--- src/rtl/argmax_16_16.sv ---
// argmax_16_16: streaming argmax over M-element signed vectors.
// Accepts one element per handshake and returns the index and value of
// the largest element once per vector. On ties the lowest index wins.
module argmax_16_16 #(
    parameter  int M         = 16,
    parameter  int T         = 16,
    localparam int LOGSIZE_M = $clog2(M)
) (
    input  logic                 clk,
    input  logic                 reset,
    input  logic                 input_valid,
    output logic                 input_ready,
    input  logic [T-1:0]         input_data,
    output logic                 output_valid,
    input  logic                 output_ready,
    output logic [LOGSIZE_M-1:0] output_index,
    output logic [T-1:0]         output_data
);

    typedef enum logic {ACCUM = 1'b0, HOLD = 1'b1} state_t;

    localparam logic [LOGSIZE_M-1:0] CNT_LAST = LOGSIZE_M'(M - 1);

    state_t                 r_state;
    state_t                 w_state_nxt;
    logic [LOGSIZE_M-1:0]   r_cnt;
    logic [T-1:0]           r_max_val;
    logic [LOGSIZE_M-1:0]   r_max_idx;
    logic                   w_accept;
    logic                   w_last;
    logic                   w_gt;

    // Accept is decoded from state, not from input_ready, so the handshake
    // never forms a combinational loop through the output decode.
    assign w_accept = input_valid && (r_state == ACCUM);
    assign w_last   = (r_cnt == CNT_LAST);
    assign w_gt     = $signed(input_data) > $signed(r_max_val);

    // State register.
    always_ff @(posedge clk) begin
        if (reset) r_state <= ACCUM;
        else       r_state <= w_state_nxt;
    end

    // Next-state and handshake outputs, decoded from state only.
    always_comb begin
        w_state_nxt  = r_state;
        input_ready  = 1'b0;
        output_valid = 1'b0;
        case (r_state)
            ACCUM: begin
                input_ready = 1'b1;
                if (w_accept && w_last) w_state_nxt = HOLD;
            end
            HOLD: begin
                output_valid = 1'b1;
                if (output_ready) w_state_nxt = ACCUM;
            end
            default: w_state_nxt = ACCUM;
        endcase
    end

    // Running maximum and element counter; element 0 always seeds the max,
    // later elements replace it only when strictly greater.
    always_ff @(posedge clk) begin
        if (reset) begin
            r_cnt     <= '0;
            r_max_val <= '0;
            r_max_idx <= '0;
        end else if (w_accept) begin
            if (r_cnt == '0) begin
                r_max_val <= input_data;
                r_max_idx <= '0;
            end else if (w_gt) begin
                r_max_val <= input_data;
                r_max_idx <= r_cnt;
            end
            r_cnt <= w_last ? '0 : r_cnt + 1'b1;
        end
    end

    // Result is held in the max registers until the downstream handshake.
    assign output_index = r_max_idx;
    assign output_data  = r_max_val;

endmodule

--- config.mk ---
export PLATFORM = sky130hd
export DESIGN_NAME = argmax_16_16
export DESIGN_NICKNAME = d
export VERILOG_FILES = /design/src/rtl/argmax_16_16.sv
export SDC_FILE = /design/constraint.sdc
export NUM_CORES = 1
export LEC_CHECK = 0
export BUFFER_PORTS_ARGS = -buffer_cell sky130_fd_sc_hd__buf_2
export CORE_MARGIN = 1
export CORE_UTILIZATION = 30
export CTS_CLUSTER_SIZE = 12
export DETAILED_ROUTE_END_ITERATION = 6
export PLACE_DENSITY = 0.5
export SLEW_MARGIN = 20
export SYNTH_ARGS = -nofsm -noshare
export SYNTH_HDL_FRONTEND = slang
export SYNTH_SLANG_ARGS = --single-unit
--- constraint.sdc ---
create_clock -name clk -period 2.7 [get_ports clk]
set_input_delay 0.135 -clock clk [delete_from_list [all_inputs] [get_ports clk]]
set_output_delay 0.135 -clock clk [all_outputs]
set_load 0.005 [all_outputs]
---- After elaboration in Yosys (flattened, before gate mapping) ----
Cells that the tools add are included.
storage, ports and cells
  flip-flop bits (word level) ............. 25
  output and inout bits ................... 22
  word-level logic and storage cells ...... 23
cells by class
  $add $sub $neg .......................... 1
  magnitude comparators ................... 1
  equal/unequal tests ..................... 1
  muxes and demuxes ....................... 10
  bitwise operators ....................... 1
  reduce and logical (&&, ||, !) cells .... 5
operator list
  cell                                                            number
  16-bit two-way mux                                              2
  16-bit > comparator                                             1
  4-bit two-way mux                                               3
  4-bit by 1-bit adder with 4-bit output (second input constant)  1
  4-bit == test (second input constant)                           1
  4-bit logical NOT                                               1
  1-bit two-way mux                                               4
  1-bit logical AND                                               2
  1-bit case mux with 2 select lines                              1
  2-bit AND reduction                                             1
  2-bit nonzero test                                              1
  1-bit NOT                                                       1

---- Depth between registers and ports, before layout ----
  depth in word-level cells ............... 5
  gate-level depth with buffers ........... 9

---- Least setup slack after synthesis ----
OpenSTA, ideal clock, no wires.
  kind .................................... register -> register
  start point ............................. reg r_max_val[13] (netlist: output_data[13])
  end point ............................... reg r_max_val[0] (netlist: output_data[0])
  arrival time ............................ 1.985 ns
  slack ................................... 0.644 ns
  stages on the path, launching flop included .. 10
  buffers on the path ..................... 1
  period minus slack after synthesis ...... 2.056 ns
  cell sequence ........................... dfxtp_1 inv_1 ha_1 a21oi_1 o21ai_1 a311oi_2 nand2_1 a211oi_4 buf_6 mux2i_1
between the ends
  longest elaborated chain between the ends .. 3
ends and longest elaborated chain
  element                        line  RTL
  start, declared                27    logic [T-1:0] r_max_val;
  start signal, assigned         72    r_max_val <= input_data;
  start signal, assigned         75    r_max_val <= input_data;
  16-bit > comparator            37    assign w_gt = $signed(input_data) > $signed(r_max_val);
  2-bit nonzero test (no line)   --
  2-bit AND reduction (no line)  --
Every way passes these cells.
A chain may end at the register's enable or synchronous reset.

---- Worst setup path after layout ----
  start point ............................. reg r_max_val[13] (netlist: output_data[13])
  end point ............................... reg r_max_val[7] (netlist: output_data[7])
Same word-level chain as after synthesis.

==> summary by stage <==
Outcome
The run finished with clean final reports.

Floorplanning
Measured along the x axis, the die boundary spans 76 um. The starting utilization of the core area is 31.6%. The floorplan die height is 76 um. The number of primary I/O pins is 42. The core region is 0.00520 mm2. The die area is 0.00578 mm2. Row generation in the floorplan step produced 26 rows.

GRT
Global routing consumed, over all layers together, 12.0% of the routing resources. The total overflow left after global routing is 0. The via count of the first global-routing pass is 1280.

The first global-routing pass estimated 5640 um of wire. The largest net degree at the start of global routing is 44. The number of antenna violations at the first check in global routing is 0.

Logic synthesis
Counting flops with a built-in enable in the synthesized netlist gives 0. The net count of the mapped netlist is 223. Among all cell types in the netlist, the one instantiated most often is nand2b_1. The flop and latch count out of synthesis is 25. The yosys synthesis warning count is 0. Among all flip-flop cells after synthesis, the most frequent one is dfxtp_1. By count the netlist is led by 40 x nand2b_1, 25 x dfxtp_1, 20 x inv_1. The share of synthesized registers carrying an async set or reset is 0%. The post-synthesis cell area is 0.00164 mm2. The synthesized design devotes to its leading area cell type 30.5% of total area. The post-synthesis cell count is 185. The distinct cell type count after synthesis is 35. The synthesized design spends more area on one cell type than any other, namely dfxtp_1. By area the synthesized netlist is led by dfxtp_1 30%, nand2b_1 15%, ha_1 14%.

The share of synthesized area occupied by flip-flops and latches is 30.5%. The average cell area after synthesis is 8.88 um2.

Job
The count of maximum capacitance violations is 0.

Clocking
The number of clock sinks seen by CTS is 25. The tree is rooted in a clkbuf_8. The clock transition at the registers of the reported paths is 0.09 ns. The longest clock path from root to sink contains 2 buffers. The CTS tree is yes. The clock insertion delay at the later pin of the skew report is 0.27 ns. The level count of the clock H-tree is 1. The quantity of gates resized following cts is 0.

The number of buffers created by CTS is 3. The hold-fix buffer count after cts is 0. After clock tree synthesis, the setup repair step added 0 buffers.

STA
The worst-case clock skew is 0.00429 ns. For the pin with the worst max-slew slack, the measured transition is 0.553 ns. The worst pin sits at a relative slew slack of 63.1%. Setup repair after global routing left no endpoint under its margin. The hold violation count in the final report came to 0. The sum of negative setup slack is 0 ns. The count of final setup violators is 0.

The clock period could shrink to 2.37 ns. Once routing completed, OpenROAD measured the worst setup slack at 0.330 ns. Dividing the final minimum period by the clock period gives 87.8%. The final max-slew violation count was 0. The timing-limited maximum frequency is 0.422 GHz.

Critical path
Of all nets on the critical path, the largest fanout is 7. The destination of the worst register-to-register timing path is output_data[7]. The kind of critical path is flop to flop.

The critical path ends at output_data[7]. STA classifies the critical path startpoint as a flop. Data arrives at the worst endpoint at 2.58 ns. The required time at the worst-slack endpoint is 2.91 ns. The number of cells on the worst reg-to-reg path is 9.

The register-to-register setup slack is 0.33 ns. The worst setup path is captured at a flop. The startpoint identified for the worst register-to-register timing path is output_data[13]. The first element of the critical path is output_data[13].

Drt
The mean routed wirelength per cell is 10.6 um. Across all layers, the routed design uses 1309 vias. The per-cell via count in the routed design is 4.41. After the first detailed-routing iteration, the DRC count stood at 32. The detailed-routing iteration count for the pre-antenna-repair pass is 4. The DRC violation count after routing is 0. The number of nets still failing antenna checks after routing is 0. The sum of routed wire length over all layers is 3130 um.

Placed design
Once placement finished, the instance area stood at 0.00192 mm2. The port buffer count is 41. Timing analysis after detailed placement gives a worst setup slack of 0.301 ns.

The half-perimeter wire length after placement is 2500 um. The last weighted congestion value of the routability-driven placer is 0.671.

Hold path
The worst hold path belongs to the class primary input to flop.

Power and ir drop
The maximum resistive drop on vdd is 0.000155 V. Power comes to 0.852 mW. For this design the ratio of total power to cell area is 432 mW/mm2. For this design the static power due to leakage is 0.887 nW.

Layout
Compared with the post-synthesis result, the final layout area differs by 20.0%. The final design instance area without fill is 0.00197 mm2. Cells with a size suffix above 1 make up 25.1% of the layout. At the end of the flow the core is filled with cells to 37.9%.

The number of antenna repair diodes is 0. The number of nets at the end of the flow is 266.
-- flip-flops by register name (all words and copies together), names as in the netlist --
| signal | cells |
|---|---|
| output_data | 16 |
| r_state | 1 |
| r_cnt | 4 |
| output_index | 4 |
-- where the power goes --
part / total, mW / switching, mW / internal (mW)
logic: 0.219 / 0.112 / 0.107
clock network: 0.225 / 0.121 / 0.103
registers: 0.408 / 0.0171 / 0.391
total: 0.852 / 0.250 / 0.602
-- critical path, stage by stage (launching register included) --
cell and delay, ns:
dfxtp_1 0.36, inv_1 0.05, ha_1 0.32, nand4_2 0.18, nor4_4 0.31, a22oi_2 0.11, and3_4 0.20, a211oi_4 0.33
buf_4 0.25, mux2i_1 0.19
-- cells in the final DEF, fill, tap and decap left out, drive strengths merged --
master	instances
a211oi	2
a21bo	1
a21oi	10
a22oi	1
a311oi	1
and2	1
and3	1
buf	45
clkbuf	3
clkinv	1
dfxtp	25
ha	18
inv	20
mux2i	17
nand2	11
nand2b	40
nand3	3
nand4	2
nor2	7
nor2b	2
nor3	2
nor3b	1
nor4	1
o21a	1
o21ai	3
o221ai	1
o22ai	1
o2bb2ai	2
o32ai	1
or2b	1
or4	1
xor2	1
-- metrics by stage --
step / hold slack [ns] / instances
floorplan: 0.290 / 185
global placement: 0.415 / 293
detailed placement: 0.416 / 293
CTS: 0.116 / 297
global route: 0.124 / 297
finish: 0.129 / 297
-- layer usage --
metal	wire, um	global-route usage (%)	share of wire, %	vias to the layer above
li1	-	-	-	698
met5	0	0	0	-
met1	1620	15.2	52	579
met3	156	2.87	5.0	5
met2	1310	19.5	42	27
met4	45	4.62	1.4	0
-- area by class of cell --
class / instances / area (um2)
Sequential cell: 25 / 500
Tap cell: 70 / 87.6
Clock buffer: 3 / 41.3
Clock inverter: 1 / 5.00
Inverter: 20 / 75.1
Multi-Input combinational cell: 133 / 1030
Timing Repair Buffer: 45 / 235
Fill cell: 568 / 3230
-- worst min-delay path by stage --
stage	startpoint	to	slack, ns	cells past startpoint
after floorplan	input_data[8]	output_data[8]	0.29	2
after global placement	input_data[0]	output_data[0]	0.41	3
after detailed placement	input_data[0]	output_data[0]	0.42	3
after CTS	input_data[5]	output_data[5]	0.12	3
after global routing	input_data[0]	output_data[0]	0.12	3
final	input_data[0]	output_data[0]	0.13	3
-- cell families after synthesis --
| group | Yosys count | synth area share (%) |
|---|---|---|
| compound gates | 24 | 10.9 |
| mux | 17 | 10.4 |
| fa+ha+maj | 18 | 13.7 |
| simple gates | 73 | 27.0 |
| flops | 25 | 30.5 |
| xor+xnor | 1 | 0.533 |
| buf+inv | 27 | 7.08 |
No activity file was read; power rests on OpenSTA's default activity.
